--- config.mk ---
export PLATFORM = sky130hd
export DESIGN_NAME = keypad_scanner_flat
export DESIGN_NICKNAME = d
export VERILOG_FILES = /design/src/rtl/keypad_pkg.sv /design/src/rtl/keypad_scanner_if.sv /design/src/rtl/sync_2ff.sv /design/src/rtl/keypad_scanner.sv /design/src/flat_wrapper.sv
export SDC_FILE = /design/constraint.sdc
export NUM_CORES = 1
export LEC_CHECK = 0
export ABC_AREA = 1
export ABC_CLOCK_PERIOD_IN_PS = 9100
export CAP_MARGIN = 20
export CORE_ASPECT_RATIO = 0.9
export CORE_MARGIN = 8
export CORE_UTILIZATION = 50
export DETAILED_ROUTE_END_ITERATION = 10
export GPL_TIMING_DRIVEN = 0
export HOLD_SLACK_MARGIN = 0.02
export PLACE_DENSITY = 0.73
export SKIP_LAST_GASP = 1
export SLEW_MARGIN = 10
export SYNTH_ARGS = -nofsm -noshare
export SYNTH_HDL_FRONTEND = slang
export SYNTH_SLANG_ARGS = --single-unit
--- constraint.sdc ---
create_clock -name clk -period 9.1 [get_ports clk]
set_input_delay 1.82 -clock clk [delete_from_list [all_inputs] [get_ports clk]]
set_output_delay 1.82 -clock clk [all_outputs]
set_load 0.02 [all_outputs]
--- src/rtl/keypad_pkg.sv ---
// rtl/keypad_pkg.sv - shared constants, FSM states and frame decode for the keypad scanner
package keypad_pkg;

  localparam int NUM_COLS = 4;
  localparam int NUM_ROWS = 4;
  localparam int CODE_W   = 4;
  localparam int NUM_KEYS = NUM_COLS * NUM_ROWS;

  typedef enum logic [1:0] {
    IDLE      = 2'd0,
    DEB_PRESS = 2'd1,
    PRESSED   = 2'd2,
    DEB_REL   = 2'd3
  } scan_state_t;

  // Frame result: MSB clear means a single clean key with its code in the low bits.
  typedef logic [CODE_W:0] frame_res_t;
  localparam frame_res_t RES_NONE    = 5'b10000;
  localparam frame_res_t RES_INVALID = 5'b10001;

  // Reduce one 16-key snapshot to a single code, NONE, or INVALID (ghosting).
  function automatic frame_res_t decode_frame(input logic [NUM_KEYS-1:0] bits);
    frame_res_t  res;
    int unsigned hits;
    res  = RES_NONE;
    hits = 0;
    for (int i = 0; i < NUM_KEYS; i++) begin
      if (bits[i]) begin
        hits++;
        res = {1'b0, CODE_W'(i)};
      end
    end
    if (hits > 1) res = RES_INVALID;
    return res;
  endfunction

endpackage

--- src/rtl/keypad_scanner_if.sv ---
// rtl/keypad_scanner_if.sv - key event interface; key_rd exists only with KEYPAD_FIFO_EN
interface keypad_scanner_if;
  import keypad_pkg::*;

  logic [CODE_W-1:0] key_code;
  logic              key_valid;
  logic              key_held;
`ifdef KEYPAD_FIFO_EN
  logic              key_rd;
`endif

  modport master (
    output key_code,
    output key_valid,
    output key_held
`ifdef KEYPAD_FIFO_EN
    , input key_rd
`endif
  );

  modport slave (
    input key_code,
    input key_valid,
    input key_held
`ifdef KEYPAD_FIFO_EN
    , output key_rd
`endif
  );

endinterface

--- src/rtl/sync_2ff.sv ---
// rtl/sync_2ff.sv - two-flop synchronizer; resets to all ones (idle level of pulled-up rows)
module sync_2ff #(
  parameter int WIDTH = 1
) (
  input  logic             clk,
  input  logic             rst,
  input  logic [WIDTH-1:0] d,
  output logic [WIDTH-1:0] q
);

  logic [WIDTH-1:0] meta;

  // Two-stage capture of the asynchronous input.
  always_ff @(posedge clk or posedge rst) begin
    if (rst) begin
      meta <= '1;
      q    <= '1;
    end else begin
      meta <= d;
      q    <= meta;
    end
  end

endmodule

--- src/rtl/keypad_scanner.sv ---
// rtl/keypad_scanner.sv - 4x4 keypad column scan, debounce FSM and key events; KEYPAD_FIFO_EN adds an event FIFO
module keypad_scanner
  import keypad_pkg::*;
#(
  parameter int SCAN_DIV   = 16,
  parameter int DEBOUNCE_N = 4
`ifdef KEYPAD_FIFO_EN
  , parameter int FIFO_DEPTH = 4
`endif
) (
  input  logic                clk,
  input  logic                rst,
  input  logic [NUM_ROWS-1:0] row,
  output logic [NUM_COLS-1:0] col,
  keypad_scanner_if.master    kif
);

  localparam int SLOT_W = $clog2(SCAN_DIV);
  localparam int CNT_W  = $clog2(DEBOUNCE_N + 1);

  logic [NUM_ROWS-1:0] row_sync;
  logic [SLOT_W-1:0]   slot_cnt;
  logic [1:0]          col_idx;
  logic [NUM_KEYS-1:0] snap;
  logic [NUM_KEYS-1:0] frame_bits;
  frame_res_t          frame_res;
  logic                last_slot;
  logic                frame_end;

  scan_state_t         state;
  logic [CNT_W-1:0]    cnt;
  logic [CODE_W-1:0]   cand;
  logic                held;
  logic                ev_strobe;
  logic [CODE_W-1:0]   ev_code;

  sync_2ff #(.WIDTH(NUM_ROWS)) u_row_sync (
    .clk (clk),
    .rst (rst),
    .d   (row),
    .q   (row_sync)
  );

  assign last_slot = (slot_cnt == SLOT_W'(SCAN_DIV - 1));
  assign frame_end = last_slot && (col_idx == 2'(NUM_COLS - 1));

  // Slot counter and column drive; col is registered so it stays glitch-free one-hot-zero.
  always_ff @(posedge clk or posedge rst) begin
    if (rst) begin
      slot_cnt <= '0;
      col_idx  <= 2'd0;
      col      <= 4'b1110;
    end else if (last_slot) begin
      slot_cnt <= '0;
      col_idx  <= col_idx + 2'd1;
      col      <= ~(4'b0001 << (col_idx + 2'd1));
    end else begin
      slot_cnt <= slot_cnt + SLOT_W'(1);
    end
  end

  // Merge the current column's rows into the snapshot so frame end sees all four columns.
  always_comb begin
    frame_bits = snap;
    for (int r = 0; r < NUM_ROWS; r++) begin
      frame_bits[{col_idx, r[1:0]}] = ~row_sync[r];
    end
  end

  assign frame_res = decode_frame(frame_bits);

  // Snapshot register, refreshed at the end of every column slot.
  always_ff @(posedge clk or posedge rst) begin
    if (rst) begin
      snap <= '0;
    end else if (last_slot) begin
      snap <= frame_bits;
    end
  end

  // Debounce FSM with registered event strobe, code and held flag; moves only at frame end.
  always_ff @(posedge clk or posedge rst) begin
    if (rst) begin
      state     <= IDLE;
      cnt       <= '0;
      cand      <= '0;
      held      <= 1'b0;
      ev_strobe <= 1'b0;
      ev_code   <= '0;
    end else begin
      ev_strobe <= 1'b0;
      if (frame_end) begin
        case (state)
          IDLE: begin
            if (!frame_res[CODE_W]) begin
              cand <= frame_res[CODE_W-1:0];
              if (DEBOUNCE_N <= 1) begin
                state     <= PRESSED;
                ev_strobe <= 1'b1;
                ev_code   <= frame_res[CODE_W-1:0];
                held      <= 1'b1;
              end else begin
                state <= DEB_PRESS;
                cnt   <= CNT_W'(1);
              end
            end
          end
          DEB_PRESS: begin
            if (frame_res == {1'b0, cand}) begin
              if (cnt + CNT_W'(1) >= CNT_W'(DEBOUNCE_N)) begin
                state     <= PRESSED;
                ev_strobe <= 1'b1;
                ev_code   <= cand;
                held      <= 1'b1;
              end else begin
                cnt <= cnt + CNT_W'(1);
              end
            end else begin
              state <= IDLE;
            end
          end
          PRESSED: begin
            if (frame_res[CODE_W]) begin
              if (DEBOUNCE_N <= 1) begin
                state <= IDLE;
                held  <= 1'b0;
              end else begin
                state <= DEB_REL;
                cnt   <= CNT_W'(1);
              end
            end
          end
          DEB_REL: begin
            if (frame_res[CODE_W]) begin
              if (cnt + CNT_W'(1) >= CNT_W'(DEBOUNCE_N)) begin
                state <= IDLE;
                held  <= 1'b0;
              end else begin
                cnt <= cnt + CNT_W'(1);
              end
            end else begin
              state <= PRESSED;
            end
          end
          default: state <= IDLE;
        endcase
      end
    end
  end

  assign kif.key_held = held;

`ifdef KEYPAD_FIFO_EN
  localparam int AW = $clog2(FIFO_DEPTH);

  logic [CODE_W-1:0] mem [FIFO_DEPTH];
  logic [AW:0]       wr_ptr;
  logic [AW:0]       rd_ptr;
  logic              empty;
  logic              full;
  logic              push;
  logic              pop;

  assign empty = (wr_ptr == rd_ptr);
  assign full  = (wr_ptr[AW] != rd_ptr[AW]) && (wr_ptr[AW-1:0] == rd_ptr[AW-1:0]);
  assign pop   = kif.key_rd && !empty;
  // A pop frees the slot the push lands in, so push+pop when full keeps both codes.
  assign push  = ev_strobe && (!full || pop);

  // Event FIFO: new codes are dropped when full, the oldest entries are kept.
  always_ff @(posedge clk or posedge rst) begin
    if (rst) begin
      wr_ptr <= '0;
      rd_ptr <= '0;
      for (int i = 0; i < FIFO_DEPTH; i++) mem[i] <= '0;
    end else begin
      if (push) begin
        mem[wr_ptr[AW-1:0]] <= ev_code;
        wr_ptr              <= wr_ptr + (AW+1)'(1);
      end
      if (pop) begin
        rd_ptr <= rd_ptr + (AW+1)'(1);
      end
    end
  end

  assign kif.key_code  = mem[rd_ptr[AW-1:0]];
  assign kif.key_valid = !empty;
`else
  assign kif.key_code  = ev_code;
  assign kif.key_valid = ev_strobe;
`endif

endmodule

--- src/flat_wrapper.sv ---
// flat-port wrapper written by rule: the top's interface ports become plain ports
module keypad_scanner_flat import keypad_pkg::*;
#(
  parameter int SCAN_DIV   = 16,
  parameter int DEBOUNCE_N = 4

)
  (clk, rst, row, col, kif_key_code, kif_key_valid, kif_key_held);
  keypad_scanner_if kif_i ();
  input  logic clk;
  input  logic rst;
  input  logic [NUM_ROWS-1:0] row;
  output logic [NUM_COLS-1:0] col;
  output wire logic [$bits(kif_i.key_code)-1:0] kif_key_code;
  output wire logic [$bits(kif_i.key_valid)-1:0] kif_key_valid;
  output wire logic [$bits(kif_i.key_held)-1:0] kif_key_held;
  assign kif_key_code = kif_i.key_code;
  assign kif_key_valid = kif_i.key_valid;
  assign kif_key_held = kif_i.key_held;
  keypad_scanner #(.SCAN_DIV(SCAN_DIV), .DEBOUNCE_N(DEBOUNCE_N)) u_core (.clk(clk), .rst(rst), .row(row), .col(col), .kif(kif_i));
endmodule
==> out/metrics.cfg <==
[critical_path]
crit_path_top_delay_cell=dfrtp_1
worstReg2RegStart=u_core.col_idx[1]
required_ns=9.29
cp-end-kind=flip-flop
path_common_cell=nand2_4
start_kind=flip-flop
timing.critical_path.from=u_core.col_idx[1]
crit_fanout=8
crit_arrival_ns=9.12
critical_path_class=reg -> reg
crit_path_max_incr_delay_ns=0.39

[global_routing]
first_global_vias=4828
grtUsageTotal=0.2002
antenna_found_initial=0
gr-total-overflow=0
grt_pass1_wl_microns=20780
grt_max_degree=26

[final_layout]
fill_cells=699
final_area_sq_um=6251
layout_common_cells=nand2_1 (167), inv_1 (78), buf_4 (68), nand2_2 (58), nor2_1 (54)
layout-drive-gt1-share=0.3896
diodes=0
multi_input_area_sq_um=3610
ff_latch_area_sq_um=1241
final_common_cell=nand2_1
final_cells=910
final_net_count=816
area_delta_synth_final_pct=37.14

[cts]
ctsHtreeMaxLevel=2
clock_sinks=49
ctsLongestPathBuffers=2
numCtsBuffers=5
cts_hold_buffers=0
clkTransAtPathRegs_ns=0.08
cts-root-buf=clkbuf_8
clk_latency_ns=0.30
cts_tree=done

[placement]
pre_cts_ws_ns=-0.9022
place_area_sq_um=4956
routabilityCongestion=0.7969
dp.cells=832
port_buffers=15
dp_hpwl_microns=7539

[routing]
dr.pass1.iters=5
drc_errors=0
viasPerCell=5.265
ant_nets=0
drt-wirelength-per-cell_microns=13.57
wl_microns=12350
num_vias=4791
drt_iter0_markers=322

[synth]
synth-edff-count=0
async_flop_share=1.000
synth_top_area_frac=0.2086
ys_ff_latch=49
seq_area_frac_synth=0.2720
syn-num-nets=723
synth_top_area_cell=dfrtp_1
synthCells=694
ys.flop_type=dfrtp_1
synth_top_cells_by_area=dfrtp_1 (21%), nand2_1 (17%), inv_1 (7.4%)
synth_area_sq_um=4558
synthDistinctLibCells=37
syn_avg_cell_area_sq_um=6.568
yosysWarnings=0

[die]
die_h_microns=106.6
core_area_sq_um=9001
num_io_pins=16
die_w_microns=116.6
num_rows=33
start_util=0.5064
design.die.area_sq_um=12430

[sta]
setup_viol_count_final=0
fin_crit_ns=8.931
max_freq_ghz=0.1120
tightest_slew_ns=0.9500
min_period_over_period=0.9814
rsz0062_at_grt=yes
hold_viol=0
final_max_slew_viol_count=0
relSlewSlack=0.3600
clock-skew-final_ns=0.006730
holdWs_ns=0.3581
final.setup.worst_slack_ns=0.1692

[worst_hold_path]
hold_class=reg -> reg
worstHoldStart=u_core.u_row_sync.meta[1]

[power_and_ir_drop]
ir_drop_mv=0.1294
power.leakage_nw=3.088
pwr_density_cell_nw_per_um2=146.9

[outcome]
status=complete, no violations

[flow_run]
max_cap_violations=0

==> final cells by class <==
| cell class | count | share of cell area |
|---|---|---|
| Sequential cell | 49 | 0.1986 |
| Tap cell | 122 | 0.02442 |
| Timing Repair Buffer | 86 | 0.1131 |
| Clock buffer | 8 | 0.01781 |
| Multi-Input combinational cell | 535 | 0.5775 |
| Buffer | 7 | 0.004804 |
| Inverter | 103 | 0.06385 |
==> logic make-up (layout without fill, tap and decap cells) <==
logic type,Yosys count,after routing,share of synthesized area
AND/OR/NAND/NOR,442,442,0.4790
buffers and inverters,110,204,0.09251
AO/OA/AOI/OAI,66,66,0.08565
flip-flops,49,49,0.2720
adder cells (fa/ha/maj),23,23,0.06314
XOR/XNOR,4,4,0.007687
==> metrics by stage <==
stage | TNS, ns | power, mW | util
2_1_floorplan | 0 | 0.5028 | -
3_3_place_gp | -8.666 | 0.5414 | 0.5484
3_5_place_dp | -12.18 | 0.5560 | 0.5506
4_1_cts | 0 | 0.8142 | 0.6496
5_1_grt | -2.766 | 0.9869 | 0.6945
6_report | 0 | 0.9184 | 0.6945
==> cell usage after synthesis, types with 5 or more instances <==
cell type / instances
nor2_1: 63
o21ai_0: 38
nand4_1: 10
nand2_2: 48
ha_1: 23
or2_2: 6
dfrtp_1: 38
clkbuf_1: 6
nand2_1: 208
nand3b_1: 5
a21oi_1: 10
nor2_2: 10
nand3_2: 28
o21ai_1: 8
nand3_1: 52
dfstp_2: 11
inv_1: 90
inv_2: 10
==> routing by layer <==
layer,wire length (microns),vias to the layer above,track usage
met3,459,49,0.02360
li1,-,2385,-
met1,5276,2219,0.2446
met4,453,0,0.09406
met2,6156,138,0.3439
met5,0,-,0
==> where the power goes <==
part / internal (mW) / leakage [nW] / switching [mW]
Combinational: 0.229 / 2.43 / 0.313
Sequential: 0.224 / 0.599 / 0.00437
Clock: 0.0786 / 0.0566 / 0.0694
Total: 0.532 / 3.09 / 0.387
==> worst paths after layout <==
check,endpoint,slack (ns),cells after the start
min,u_core.u_row_sync.q[1],0.36,0
max in group asynchronous,u_core.slot_cnt[3],6.71,3
max reg2reg,u_core.cnt[1],0.17,61
min reg2reg,u_core.u_row_sync.q[1],0.36,0
min in group asynchronous,u_core.snap[4],1.89,2
max,u_core.cnt[1],0.17,61
==> critical path, delay by kind of cell (launching register included) <==
kind,cells,cell delay (ns)
compound gates,3,0.56
fa+ha+maj,14,3.25
buf+inv,4,0.21
flops,1,0.39
simple gates,40,4.38
==> flip-flops by register name, indices dropped and copies added (netlist names) <==
register	count
u_core.cand	4
u_core.snap	16
u_core.state	2
u_core.slot_cnt	4
u_core.cnt	3
u_core.kif.key_valid	1
u_core.u_row_sync.q	4
u_core.kif.key_held	1
u_core.col	4
u_core.u_row_sync.meta	4
u_core.col_idx	2
u_core.kif.key_code	4
==> what timing repair did <==
item                                    4_1_cts  5_1_grt
setup buffers                                70       10
endpoints found under the setup margin       15       15
resized for setup                            55       89
pin swaps                                    49       67
endpoints found under the hold margin         0        0
No activity file was read; power rests on OpenSTA's default activity.
